**config.mk**
```make
export PLATFORM = sky130hd
export DESIGN_NAME = rom_tt_sweeper_flat
export DESIGN_NICKNAME = d
export VERILOG_FILES = /design/src/rtl/rom_tt_pkg.sv /design/src/rtl/rom_tt_sweeper_if.sv /design/src/rtl/rom_tt_sweeper_crc16.sv /design/src/rtl/rom_tt_sweeper.sv /design/src/flat_wrapper.sv
export SDC_FILE = /design/constraint.sdc
export NUM_CORES = 1
export LEC_CHECK = 0
export CORE_MARGIN = 3
export CORE_UTILIZATION = 45
export CTS_CLUSTER_SIZE = 8
export DETAILED_ROUTE_END_ITERATION = 12
export PLACE_DENSITY = 0.73
export SLEW_MARGIN = 20
export SYNTH_ARGS = -nofsm -noshare
export SYNTH_HDL_FRONTEND = slang
export SYNTH_SLANG_ARGS = --single-unit
```
**constraint.sdc**
```tcl
create_clock -name clk -period 3.3 [get_ports clk]
set_input_delay 0.825 -clock clk [delete_from_list [all_inputs] [get_ports clk]]
set_output_delay 0.825 -clock clk [all_outputs]
set_load 0.005 [all_outputs]
```
**src/rtl/rom_tt_pkg.sv**
```systemverilog
// Shared types and CRC helper for the exhaustive truth-table sweeper.
// States, CRC-16/CCITT constants and the single-bit CRC update step.
package rom_tt_pkg;

    typedef enum logic [2:0] {
        IDLE,
        APPLY,
        SAMPLE,
        CHECK,
        FIN
    } state_t;

    localparam logic [15:0] CRC_POLY = 16'h1021;
    localparam logic [15:0] CRC_INIT = 16'hFFFF;

    // One serial CCITT step: the incoming bit is XORed with the register MSB.
    function automatic logic [15:0] crc16_step(input logic [15:0] sig, input logic b);
        logic fb;
        fb = sig[15] ^ b;
        return {sig[14:0], 1'b0} ^ (fb ? CRC_POLY : 16'h0000);
    endfunction

endpackage

```
**src/rtl/rom_tt_sweeper_if.sv**
```systemverilog
// Stimulus/capture bundle between the sweeper (master) and its user (slave).
// The alpha/invariant pair only exists when AUTOSYM_CHECK_EN is defined.
interface rom_tt_sweeper_if #(
    parameter int N_IN = 7
);
    logic                 start;
    logic [N_IN-1:0]      x_out;
    logic                 y_in;
    logic                 busy;
    logic                 done;
    logic [2**N_IN-1:0]   tt_out;
    logic [15:0]          sig_out;
    logic [N_IN:0]        ones_cnt;
`ifdef AUTOSYM_CHECK_EN
    logic [N_IN-1:0]      alpha;
    logic                 invariant;

    modport master (
        input  start, y_in, alpha,
        output x_out, busy, done, tt_out, sig_out, ones_cnt, invariant
    );
    modport slave (
        output start, y_in, alpha,
        input  x_out, busy, done, tt_out, sig_out, ones_cnt, invariant
    );
`else
    modport master (
        input  start, y_in,
        output x_out, busy, done, tt_out, sig_out, ones_cnt
    );
    modport slave (
        output start, y_in,
        input  x_out, busy, done, tt_out, sig_out, ones_cnt
    );
`endif
endinterface

```
**src/rtl/rom_tt_sweeper_crc16.sv**
```systemverilog
// Serial CRC-16/CCITT register: clear loads the init value, enable shifts one bit in.
module rom_tt_crc16
    import rom_tt_pkg::*;
(
    input  logic        clk,
    input  logic        rst,
    input  logic        i_clr,
    input  logic        i_en,
    input  logic        i_bit,
    output logic [15:0] o_sig
);
    logic [15:0] r_sig;

    always_ff @(posedge clk) begin
        if (rst) begin
            r_sig <= 16'h0000;
        end else if (i_clr) begin
            r_sig <= CRC_INIT;
        end else if (i_en) begin
            r_sig <= crc16_step(r_sig, i_bit);
        end
    end

    assign o_sig = r_sig;

endmodule

```
**src/rtl/rom_tt_sweeper.sv**
```systemverilog
// Exhaustive sweeper: drives every input vector, captures y0 into a truth table,
// CRC signature and on-set count. Optional symmetry check under AUTOSYM_CHECK_EN.
module rom_tt_sweeper
    import rom_tt_pkg::*;
#(
    parameter int N_IN   = 7,
    parameter int SETTLE = 0
) (
    input  logic             clk,
    input  logic             rst,
    rom_tt_sweeper_if.master bus
);
    localparam int            N_VEC   = 2 ** N_IN;
    localparam int            SW      = $clog2(SETTLE + 2);
    localparam logic [N_IN:0] V_LAST  = (N_IN + 1)'(N_VEC - 1);
    localparam logic [SW-1:0] S_LAST  = SW'((SETTLE > 0) ? SETTLE - 1 : 0);
    // With no settle time APPLY collapses into SAMPLE: one cycle per vector.
    localparam state_t        ST_VEC  = (SETTLE == 0) ? SAMPLE : APPLY;

    state_t           r_state;
    state_t           w_state_next;
    logic [N_IN:0]    r_v;
    logic [SW-1:0]    r_settle;
    logic [N_VEC-1:0] r_tt;
    logic [N_IN:0]    r_ones;
    logic [15:0]      w_sig;

    logic w_accept;
    logic w_settling;
    logic w_sample;
    logic w_busy;
    logic w_done;

`ifdef AUTOSYM_CHECK_EN
    logic [N_IN:0]   r_c;
    logic [N_IN-1:0] r_alpha;
    logic            r_mis;
    logic            r_inv;
    logic            w_checking;
    logic            w_pair_mis;
`endif

    // State register
    always_ff @(posedge clk) begin
        if (rst) begin
            r_state <= IDLE;
        end else begin
            r_state <= w_state_next;
        end
    end

    // Next-state logic
    always_comb begin
        w_state_next = r_state;
        case (r_state)
            IDLE: begin
                if (bus.start) begin
                    w_state_next = ST_VEC;
                end
            end
            APPLY: begin
                if (r_settle == S_LAST) begin
                    w_state_next = SAMPLE;
                end
            end
            SAMPLE: begin
                if (r_v == V_LAST) begin
`ifdef AUTOSYM_CHECK_EN
                    w_state_next = CHECK;
`else
                    w_state_next = FIN;
`endif
                end else begin
                    w_state_next = ST_VEC;
                end
            end
`ifdef AUTOSYM_CHECK_EN
            CHECK: begin
                if (r_c == V_LAST) begin
                    w_state_next = FIN;
                end
            end
`endif
            FIN:     w_state_next = IDLE;
            default: w_state_next = IDLE;
        endcase
    end

    // Output / control decode
    always_comb begin
        w_accept   = (r_state == IDLE) && bus.start;
        w_settling = (r_state == APPLY);
        w_sample   = (r_state == SAMPLE);
        w_done     = (r_state == FIN);
        w_busy     = (r_state == APPLY) || (r_state == SAMPLE) || (r_state == CHECK);
`ifdef AUTOSYM_CHECK_EN
        w_checking = (r_state == CHECK);
`endif
    end

`ifdef AUTOSYM_CHECK_EN
    assign w_pair_mis = r_tt[r_c[N_IN-1:0]] ^ r_tt[r_c[N_IN-1:0] ^ r_alpha];
`endif

    // Vector counter, truth table and on-set count
    always_ff @(posedge clk) begin
        if (rst) begin
            r_v      <= '0;
            r_settle <= '0;
            r_tt     <= '0;
            r_ones   <= '0;
`ifdef AUTOSYM_CHECK_EN
            r_c      <= '0;
            r_alpha  <= '0;
            r_mis    <= 1'b0;
            r_inv    <= 1'b0;
`endif
        end else begin
            if (w_accept) begin
                r_v      <= '0;
                r_settle <= '0;
                r_tt     <= '0;
                r_ones   <= '0;
`ifdef AUTOSYM_CHECK_EN
                r_c      <= '0;
                r_alpha  <= bus.alpha;
                r_mis    <= 1'b0;
                r_inv    <= 1'b0;
`endif
            end
            if (w_settling) begin
                r_settle <= r_settle + SW'(1);
            end
            if (w_sample) begin
                r_settle               <= '0;
                r_tt[r_v[N_IN-1:0]]    <= bus.y_in;
                r_ones                 <= r_ones + (N_IN + 1)'(bus.y_in);
                // The last vector stays on x_out through FIN and IDLE.
                if (r_v != V_LAST) begin
                    r_v <= r_v + (N_IN + 1)'(1);
                end
            end
`ifdef AUTOSYM_CHECK_EN
            if (w_checking) begin
                if (w_pair_mis) begin
                    r_mis <= 1'b1;
                end
                if (r_c == V_LAST) begin
                    r_inv <= ~(r_mis | w_pair_mis);
                end else begin
                    r_c <= r_c + (N_IN + 1)'(1);
                end
            end
`endif
        end
    end

    rom_tt_crc16 u_crc (
        .clk   (clk),
        .rst   (rst),
        .i_clr (w_accept),
        .i_en  (w_sample),
        .i_bit (bus.y_in),
        .o_sig (w_sig)
    );

    assign bus.x_out    = r_v[N_IN-1:0];
    assign bus.busy     = w_busy;
    assign bus.done     = w_done;
    assign bus.tt_out   = r_tt;
    assign bus.sig_out  = w_sig;
    assign bus.ones_cnt = r_ones;
`ifdef AUTOSYM_CHECK_EN
    assign bus.invariant = r_inv;
`endif

endmodule

```
**src/flat_wrapper.sv**
```systemverilog
// flat-port wrapper written by rule: the top's interface ports become plain ports
module rom_tt_sweeper_flat import rom_tt_pkg::*;
#(
    parameter int N_IN   = 7,
    parameter int SETTLE = 0
)
  (clk, rst, bus_start, bus_y_in, bus_x_out, bus_busy, bus_done, bus_tt_out, bus_sig_out, bus_ones_cnt);
  rom_tt_sweeper_if #(.N_IN(N_IN)) bus_i ();
  input  logic clk;
  input  logic rst;
  input wire logic [$bits(bus_i.start)-1:0] bus_start;
  input wire logic [$bits(bus_i.y_in)-1:0] bus_y_in;
  output wire logic [$bits(bus_i.x_out)-1:0] bus_x_out;
  output wire logic [$bits(bus_i.busy)-1:0] bus_busy;
  output wire logic [$bits(bus_i.done)-1:0] bus_done;
  output wire logic [$bits(bus_i.tt_out)-1:0] bus_tt_out;
  output wire logic [$bits(bus_i.sig_out)-1:0] bus_sig_out;
  output wire logic [$bits(bus_i.ones_cnt)-1:0] bus_ones_cnt;
  assign bus_i.start = bus_start;
  assign bus_i.y_in = bus_y_in;
  assign bus_x_out = bus_i.x_out;
  assign bus_busy = bus_i.busy;
  assign bus_done = bus_i.done;
  assign bus_tt_out = bus_i.tt_out;
  assign bus_sig_out = bus_i.sig_out;
  assign bus_ones_cnt = bus_i.ones_cnt;
  rom_tt_sweeper #(.N_IN(N_IN), .SETTLE(SETTLE)) u_core (.clk(clk), .rst(rst), .bus(bus_i));
endmodule
```
==> flow_summary.ini <==
[sta]
max_freq_mhz = 366
clock_skew_ns = 0.00843
rsz0062_at_grt = false
setup_viol = 0
worst_pin_slew_ns = 0.907
relSlewSlack = 0.391
finalCritPeriodShare = 0.828
finalSetupTns_ns = 0
whs_ns = 0.493
timing_hold_violations_final = 0
min_period_ns = 2.73
drv_slew = 0
fin_ws_ns = 0.567

[setup_path]
worstSetupPathDepth = 1
worstSetupPathType = reg -> out
r2r_slack_ns = 0.68
slowest_delay_ns = 0.82
path_buf_inv = 1
cp_max_fo = 22
worstPathCellList = clkdlybuf4s50_1
worst_ep_required_time_ns = 2.47
rr_startpoint = u_core.r_v[0]
crit_path_end = bus_x_out[3]
r2r_end = u_core.bus.tt_out[45]
start_kind = flip-flop
slowest_stage = dfxtp_1
r2r_cells = 4
crit_start = u_core.r_v[3]
worstSetupEndpointType = primary output
critPathTopFamily = flip-flops
cp.arrival_ns = 1.91

[clock_network]
cts_made_buffers = 17
cts_tree = built
cts.clk_slew.worst_paths_ns = 0.06
clkLatencyLatePin_ns = 0.43
hold_buffers = 0
clock_sinks = 162
cts-htree-levels = 4
root_buffer = clkbuf_16
ctsLongestPathBuffers = 2
post_cts_resized = 0
post_cts_buffers = 0

[min_path]
hold_path_depth = 2
hold_path.class = reg -> reg

[global_route]
grt_overflow = 0
grt_start_max_net_pins = 83
track_usage = 0.270
grt_first_pass_wirelength_um = 38400
antenna_found_initial = 0
grt_pass1_vias = 6947

[power]
p_leak_nw = 2.87
p_per_area_nw_per_um2 = 463
ir_drop_uv = 350

[synth]
synthCells = 842
synthTopCellsByCount = dfxtp_1 (162), a21oi_1 (140), o211ai_1 (129)
async_flop_share = 0
synth_edf_count = 0
synth_top_flop_cell = dfxtp_1
seq_area_frac_synth = 0.453
yosys.area.top_type_share = 0.453
mappedNetlistArea_um2 = 7160
yosysMostFrequentCell = dfxtp_1
synth_top_cell_by_area = dfxtp_1
synth_cell_types = 42
synth_seq_cells = 162
syn_nets = 849
yosys_warnings = 0
synthTopCellsByArea = dfxtp_1 (45%), o211ai_1 (14%), a21oi_1 (9.8%)
synth.avg_cell_area_um2 = 8.50

[floorplan]
fp.dieH_um = 132
die_width_um = 132
io_pins = 165
coreArea_um2 = 15400
rows = 45
die_area_um2 = 17500
initial_core_util = 0.466

[placed_design]
finalWeightedCongestion = 0.793
dp_hpwl_um = 15000
portBuffers = 164
dp_slack_ns = 0.737

[detailed_routing]
wl_um = 24300
vias_per_cell = 6.25
final_antenna_net_count = 0
vias = 7310
drtPass1Iterations = 5
avgRoutedWirePerCell_um = 20.8
drc = 0
drt_iter0_drc = 923

[layout]
antenna_cells = 0
fill_cells = 1344
drive_gt1_frac = 0.0710
nNetsFinal = 953
area_growth_syn_to_layout_pct = 31.8
final_util = 0.614

[job]
cap_violations = 0

[status]
status = finished clean
through the flow:
step,std cells,power (mW),cell area (µm²)
floorplan,842,2.23,7160
global placement,1138,2.35,8820
detailed placement,1138,2.35,8820
CTS,1169,4.38,9430
global route,1169,4.48,9430
finish,1169,4.36,9430
power by group:
| group | internal (mW) | switching, mW | total (mW) | leakage, nW |
|---|---|---|---|---|
| Clock | 1.29 | 0.766 | 2.05 | 0.298 |
| Combinational | 0.0971 | 0.210 | 0.307 | 1.26 |
| Sequential | 1.98 | 0.0231 | 2.00 | 1.31 |
state kept, by name (all words and copies together) (netlist names):
| register | flops |
|---|---|
| u_core.bus.tt_out | 128 |
| u_core.r_state | 2 |
| u_core.u_crc.o_sig | 16 |
| u_core.bus.ones_cnt | 8 |
| u_core.r_v | 8 |
metal layers:
layer | GRT usage | vias to the layer above | wire length (µm)
met5 | 0 | - | 0
met4 | 0.105 | 0 | 547
met3 | 0.0519 | 42 | 2290
met2 | 0.410 | 409 | 11100
met1 | 0.381 | 3448 | 10300
li1 | - | 3411 | -
cell usage in the layout, fill, tap and decap left out, types with 3 or more instances in the layout:
| master | instances |
|---|---|
| nand4_1 | 99 |
| nor2b_1 | 6 |
| clkdlybuf4s50_1 | 162 |
| mux2_2 | 3 |
| dfxtp_1 | 162 |
| nor3_1 | 5 |
| a31oi_1 | 17 |
| buf_4 | 23 |
| nand2b_1 | 5 |
| and3_1 | 5 |
| nor2_1 | 21 |
| a21oi_1 | 140 |
| nor3_2 | 4 |
| nand2_1 | 61 |
| clkbuf_16 | 17 |
| xnor2_1 | 5 |
| clkbuf_1 | 5 |
| clkbuf_8 | 5 |
| buf_12 | 3 |
| nand3_1 | 46 |
| bufinv_16 | 3 |
| ha_1 | 3 |
| o211ai_1 | 129 |
layout make-up:
type	instances	area [µm²]	area share
tap	211	264	0.0280
sequential	162	3240	0.344
clock inverter	4	95.1	0.0101
timing repair buffer	188	1850	0.197
clock buffer	27	513	0.0544
inverter	2	7.51	0.000796
multi-input combinational	575	3460	0.366
logic make-up (layout without fill, tap and decap cells):
family	count (synthesis)	in the layout	share of synthesized area
fa+ha+maj	3	3	0.00525
simple gates	267	267	0.202
compound gates	296	296	0.262
buf+inv	105	221	0.0654
mux	3	3	0.00472
xor+xnor	6	6	0.00734
flops	162	162	0.453
tightest hold or removal path: stages (launching register included):
cell and delay, ns:
dfxtp_1 0.32, nand2_1 0.06, a31oi_1 0.06
how the worst min path moves through the flow:
stage / start / endpoint / slack (ns)
floorplan: u_core.bus.ones_cnt[0] / u_core.bus.ones_cnt[0] / 0.48
global placement: u_core.u_crc.o_sig[2] / u_core.u_crc.o_sig[3] / 0.48
detailed placement: u_core.u_crc.o_sig[13] / u_core.u_crc.o_sig[14] / 0.49
CTS: u_core.u_crc.o_sig[13] / u_core.u_crc.o_sig[14] / 0.50
global route: u_core.bus.tt_out[117] / u_core.bus.tt_out[117] / 0.51
finish: u_core.u_crc.o_sig[13] / u_core.u_crc.o_sig[14] / 0.49
Power figures use the tool's default switching activity.
